<file path="config.mk">
export PLATFORM = sky130hd
export DESIGN_NAME = muldiv_ctrl
export DESIGN_NICKNAME = d
export VERILOG_FILES = /design/src/rtl/muldiv_pkg.sv /design/src/rtl/muldiv_core.sv /design/src/rtl/muldiv_ctrl.sv
export SDC_FILE = /design/constraint.sdc
export NUM_CORES = 1
export LEC_CHECK = 0
export BUFFER_PORTS_ARGS = -buffer_cell sky130_fd_sc_hd__buf_2
export CORE_ASPECT_RATIO = 1.4
export CORE_UTILIZATION = 60
export DETAILED_ROUTE_END_ITERATION = 8
export PLACE_DENSITY = 0.8
export SLEW_MARGIN = 20
export SYNTH_ARGS = -nofsm -noshare
export SYNTH_HDL_FRONTEND = slang
export SYNTH_HIERARCHICAL = 1
export SYNTH_SLANG_ARGS = --single-unit
</file>
<file path="constraint.sdc">
create_clock -name clk -period 6 [get_ports clk]
set_clock_uncertainty 0.15 [all_clocks]
set_input_delay 0.6 -clock clk [delete_from_list [all_inputs] [get_ports clk]]
set_output_delay 0.6 -clock clk [all_outputs]
set_load 0.05 [all_outputs]
</file>
<file path="src/rtl/muldiv_pkg.sv">
// Shared types for the iterative multiply/divide unit: request opcodes and
// controller state encoding, plus a small opcode classifier.
package muldiv_pkg;

  typedef enum logic [2:0] {
    MD_MULT  = 3'd0,
    MD_MULTU = 3'd1,
    MD_DIV   = 3'd2,
    MD_DIVU  = 3'd3,
    MD_MTHI  = 3'd4,
    MD_MTLO  = 3'd5
  } muldiv_op_t;

  typedef enum logic [1:0] {
    IDLE = 2'd0,
    RUN  = 2'd1,
    FIX  = 2'd2
  } md_state_t;

  // True for the ops that occupy the shared datapath for WIDTH+1 cycles.
  function automatic logic is_multi(input muldiv_op_t o);
    return (o == MD_MULT) || (o == MD_MULTU) || (o == MD_DIV) || (o == MD_DIVU);
  endfunction

endpackage

</file>
<file path="src/rtl/muldiv_core.sv">
// Iteration datapath: 2*WIDTH accumulator, latched operand and step counter.
// Multiply is shift-add (LSB first); divide is restoring, one quotient bit per step.
module muldiv_core
  import muldiv_pkg::*;
#(
  parameter int WIDTH = 32
) (
  input  logic               clk,
  input  logic               resetn,
  input  logic               load,
  input  logic               step,
  input  logic               is_div,
  input  logic [WIDTH-1:0]   op_a,
  input  logic [WIDTH-1:0]   op_b,
  output logic [2*WIDTH-1:0] acc,
  output logic               last
);

  localparam int CW = $clog2(WIDTH);

  logic [2*WIDTH-1:0] acc_q;
  logic [2*WIDTH-1:0] acc_nxt;
  logic [WIDTH-1:0]   opnd_q;
  logic               div_q;
  logic [CW-1:0]      cnt_q;

  logic [WIDTH:0]     mul_sum;
  logic [WIDTH:0]     rem_sh;
  logic [WIDTH+1:0]   diff;

  // op_a always goes into the low half: multiplier for MUL, dividend for DIV.
  always_ff @(posedge clk or negedge resetn) begin
    if (!resetn) begin
      acc_q  <= '0;
      opnd_q <= '0;
      div_q  <= 1'b0;
      cnt_q  <= '0;
    end else if (load) begin
      acc_q  <= {{WIDTH{1'b0}}, op_a};
      opnd_q <= op_b;
      div_q  <= is_div;
      cnt_q  <= '0;
    end else if (step) begin
      acc_q  <= acc_nxt;
      cnt_q  <= cnt_q + 1'b1;
    end
  end

  always_comb begin
    mul_sum = {1'b0, acc_q[2*WIDTH-1:WIDTH]} + (acc_q[0] ? {1'b0, opnd_q} : {(WIDTH+1){1'b0}});
    rem_sh  = acc_q[2*WIDTH-1:WIDTH-1];
    diff    = {1'b0, rem_sh} - {2'b00, opnd_q};
    acc_nxt = acc_q;
    if (div_q) begin
      if (!diff[WIDTH+1])
        acc_nxt = {diff[WIDTH-1:0], acc_q[WIDTH-2:0], 1'b1};
      else
        acc_nxt = {rem_sh[WIDTH-1:0], acc_q[WIDTH-2:0], 1'b0};
    end else begin
      acc_nxt = {mul_sum, acc_q[WIDTH-1:1]};
    end
  end

  assign acc  = acc_q;
  assign last = (cnt_q == CW'(WIDTH - 1));

endmodule

</file>
<file path="src/rtl/muldiv_ctrl.sv">
// Multiply/divide controller: FSM, operand sign handling, HI/LO ownership.
// Handshake: start is a request, taken only in a cycle where busy=0 and flush=0.
module muldiv_ctrl
  import muldiv_pkg::*;
#(
  parameter int WIDTH = 32
) (
  input  logic             clk,
  input  logic             resetn,
  input  logic             start,
  input  muldiv_op_t       op,
  input  logic [WIDTH-1:0] a,
  input  logic [WIDTH-1:0] b,
  input  logic             flush,
  output logic             busy,
  output logic             done,
  output logic [WIDTH-1:0] hi,
  output logic [WIDTH-1:0] lo,
  output md_state_t        dbg_state
);

  md_state_t state_q, state_d;

  logic               accept;
  logic               mt_wr;
  logic               signed_op;
  logic [WIDTH-1:0]   a_mag;
  logic [WIDTH-1:0]   b_mag;
  logic               core_last;
  logic [2*WIDTH-1:0] core_acc;

  logic               div_q;
  logic               neg_q;
  logic               neg_r_q;
  logic               div0_q;
  logic [WIDTH-1:0]   a_q;
  logic [WIDTH-1:0]   hi_q, lo_q;
  logic [WIDTH-1:0]   fix_hi, fix_lo;

  assign accept    = (state_q == IDLE) && start && !flush && is_multi(op);
  assign mt_wr     = (state_q == IDLE) && start && !flush && ((op == MD_MTHI) || (op == MD_MTLO));
  assign signed_op = (op == MD_MULT) || (op == MD_DIV);
  assign a_mag     = (signed_op && a[WIDTH-1]) ? -a : a;
  assign b_mag     = (signed_op && b[WIDTH-1]) ? -b : b;

  muldiv_core #(.WIDTH(WIDTH)) u_core (
    .clk    (clk),
    .resetn (resetn),
    .load   (accept),
    .step   ((state_q == RUN) && !flush),
    .is_div ((op == MD_DIV) || (op == MD_DIVU)),
    .op_a   (a_mag),
    .op_b   (b_mag),
    .acc    (core_acc),
    .last   (core_last)
  );

  always_ff @(posedge clk or negedge resetn) begin
    if (!resetn) state_q <= IDLE;
    else         state_q <= state_d;
  end

  always_comb begin
    state_d = state_q;
    case (state_q)
      IDLE:    if (accept) state_d = RUN;
      RUN:     if (core_last) state_d = FIX;
      FIX:     state_d = IDLE;
      default: state_d = IDLE;
    endcase
    if (flush) state_d = IDLE;
  end

  // Sign flags are decided at accept; the core only ever sees magnitudes.
  always_ff @(posedge clk or negedge resetn) begin
    if (!resetn) begin
      div_q   <= 1'b0;
      neg_q   <= 1'b0;
      neg_r_q <= 1'b0;
      div0_q  <= 1'b0;
      a_q     <= '0;
    end else if (accept) begin
      div_q   <= (op == MD_DIV) || (op == MD_DIVU);
      neg_q   <= signed_op && (a[WIDTH-1] ^ b[WIDTH-1]);
      neg_r_q <= signed_op && a[WIDTH-1];
      div0_q  <= (b == '0);
      a_q     <= a;
    end
  end

  always_comb begin
    fix_hi = '0;
    fix_lo = '0;
    if (!div_q) begin
      {fix_hi, fix_lo} = neg_q ? -core_acc : core_acc;
    end else if (div0_q) begin
      fix_hi = a_q;
      fix_lo = '1;
    end else begin
      fix_lo = neg_q   ? -core_acc[WIDTH-1:0]       : core_acc[WIDTH-1:0];
      fix_hi = neg_r_q ? -core_acc[2*WIDTH-1:WIDTH] : core_acc[2*WIDTH-1:WIDTH];
    end
  end

  always_ff @(posedge clk or negedge resetn) begin
    if (!resetn) begin
      hi_q <= '0;
      lo_q <= '0;
    end else if (mt_wr) begin
      if (op == MD_MTHI) hi_q <= a;
      else               lo_q <= a;
    end else if ((state_q == FIX) && !flush) begin
      hi_q <= fix_hi;
      lo_q <= fix_lo;
    end
  end

  assign busy      = (state_q != IDLE);
  assign done      = (state_q == FIX) && !flush;
  assign hi        = hi_q;
  assign lo        = lo_q;
  assign dbg_state = state_q;

endmodule
</file>
==> run summary <==
Post_cts resized - 0
YS warnings - 6
Vias - 17,900
Port bufs - 138
Share of cells above drive strength 1 - 11.2%
N_diodes - 0
Worst relative slew slack - 20.3%
Critical path arrival - 4480 ps
DP HPWL - 45.5 mm
Most area-consuming cells after synthesis - dfrtp_1, nand2_1, o21ai_0, ha_1, xnor2_1
Root Driver - clkbuf_16
Number of DRC markers in iteration 0 - 1,686
Layout Nets - 2,398
Fin crit share - 69.9%
Clk_lat worst skew - 560 ps
PnR worst setup slack - 1810 ps
Most frequent cell after synthesis - nand2_1
Sequential cell area fraction in the yosys report - 29.9%
Die Wd - 144 um
Total global-route track usage - 43.2%
DR vias/cell - 6.79
Pin count of the biggest net entering global routing - 111
Vias in the first global route - 17,500
Failing checks - hold timing
Place WS - 1910 ps
Final Critical Period - 4190 ps
Cells after Synth - 2,197
Power Dens Cells - 367 mW/mm2
WP data required - 6290 ps
GRT Residual Overflow - 0
Fin cells - 2,642
#FFs+latches synth - 204
Die ar. - 0.0291 mm2
Slowest CP cell - dfrtp_1
Dpl cells - 2,600
Outcome - finished, violations left
Peak VDD IR - 0.228 mV
CP cell instances - ha_1 -> a21oi_1 -> a31oi_1 -> o21a_1 -> o31ai_2 -> a21o_1 -> a21o_1 -> a21oi_1 -> a221o_1
Post-synth top cells - nand2_1, o21ai_0, dfrtp_1
Critical Path End Type - register
Detailed Route WL - 62.4 mm
Top FF cell, synth - dfrtp_1
Core Region - 0.0277 mm2
Tot Pwr - 6.88 mW
H-tree depth - 1
Startpoint Class - register
First-pass DRT Iterations - 6
LEAKAGE - 8.20 nW
Area Growth Syn to Fin - 10.1%
Initial antenna violation count - 1
Max Cap Viol - 0
Post-CTS Repair Setup Buffers - 0
Fin. max-slew vios - 0
Buf+Inv Stages, Crit Path - 0
CTS buffer count - 23
WL per Instance - 23.6 um
Kind of cell adding the most delay to the critical path - compound AO/OA/AOI/OAI gates
# setup viols final - 0
Synthesized area per cell - 7.76 um2
EDFF count, synth - 0
Number of hold buffers added after cts - 0
RSZ-0062 raised after global routing - no
Final hold violation count - 16
Mapped Area - 0.0170 mm2
Final ANT Viol Nets - 0
Share of the synthesized area in the top cell type - 29.9%
First-pass GRT wire length - 95.9 mm
FMAX - 238 MHz
CP max FO - 22
Area leader, netlist - dfrtp_1
Post-synth net total - 2,340
# DRC - 0
I/O Pins - 139
TritonCTS clock tree - yes
Hold WS - -27.3 ps
Worst-path clk slew - 60 ps
Die Span Y - 201 um
Kind of critical path - reg2reg
Final TNS setup - 0 ps
Post-synth ARST share - 100%
Final Wtd Congestion - 1.06
Number of distinct library cells after synthesis - 95
Initial Util - 61.4%
Std-Cell Rows - 72
Register-to-register setup slack - 1810 ps
CTS Buffer Depth - 3
Least-Margin Pin Slew - 1190 ps
Type of the most critical hold path - in2async
Worst path max stage delay - 780 ps
Clk sink count - 204
[path summary, 6_finish.rpt]
kind,startpoint,to,cells past startpoint
max in group asynchronous,resetn,u_core/div_q,2
worst max register to register,u_core/acc[35],u_core/acc[0],9
min in group clk,flush,dbg_state[0],2
worst max-delay path,u_core/acc[35],u_core/acc[0],9
worst min-delay path,resetn,u_core/acc[25],1
worst min register to register,lo[25],lo[25],2
[state kept, by name, summed over array words and instances, names as in the netlist]
register,cells
a_q,32
dbg_state,2
div0_q,1
div_q,1
hi,32
lo,32
neg_q,1
neg_r_q,1
u_core/acc,64
u_core/cnt_q,5
u_core/div_q,1
u_core/opnd_q,32
[layer usage]
layer,wire (um),vias to the layer above,global-route usage [%]
li1,-,8080,-
met1,21800,8501,47.3
met2,30200,1029,72.5
met3,5240,325,8.59
met4,5130,2,33.0
met5,8,-,0
[final cells by class]
cell class              count  area (um2)
clock inverters             8         100
flip-flops and latches    204        5110
well taps                 370         463
multi-input cells        1782       11200
repair buffers            169         945
inverters                  75         284
clock buffers              34         667
fillers                  2421        8990
[worst register-to-register path: cells and delay by family (launching register included)]
family | cells | cell delay [ps]
compound gates | 8 | 2740
flops | 1 | 780
fa+ha+maj | 1 | 400
[layout by cell type, fill, tap and decap left out, types with 62 or more instances in the layout]
cell and count:
a21oi_1 133, buf_2 137, dfrtp_1 203, ha_1 70
inv_1 71, nand2_1 335, nor2_1 141, nor3_1 62
o21ai_0 238, xnor2_1 96, xor2_1 62
[stage by stage]
| stage | utilization [%] | cell area, um2 | hold slack [ps] |
|---|---|---|---|
| after global placement | 64.8 | 18000 | 306 |
| after floorplan | - | 17000 | 154 |
| final | 67.6 | 18800 | -27.3 |
| after detailed placement | 64.8 | 18000 | 315 |
| after global routing | 67.6 | 18800 | 24.3 |
| after CTS | 67.6 | 18800 | 24.5 |
[logic make-up (layout without fill, tap and decap cells)]
| group | Yosys count | after routing | synth area share (%) |
|---|---|---|---|
| xor+xnor | 158 | 158 | 8.12 |
| buf+inv | 211 | 286 | 4.75 |
| flops | 204 | 204 | 29.9 |
| fa+ha+maj | 72 | 72 | 5.37 |
| simple gates | 796 | 796 | 22.3 |
| compound gates | 699 | 699 | 26.1 |
| mux | 57 | 57 | 3.38 |
[report_power, final]
group / internal, mW / switching [mW] / total, mW
Sequential: 1.67 / 0.482 / 2.16
Clock: 0.857 / 0.620 / 1.48
Combinational: 1.11 / 2.13 / 3.25
Total: 3.64 / 3.24 / 6.88
No activity file was read; power rests on OpenSTA's default activity.
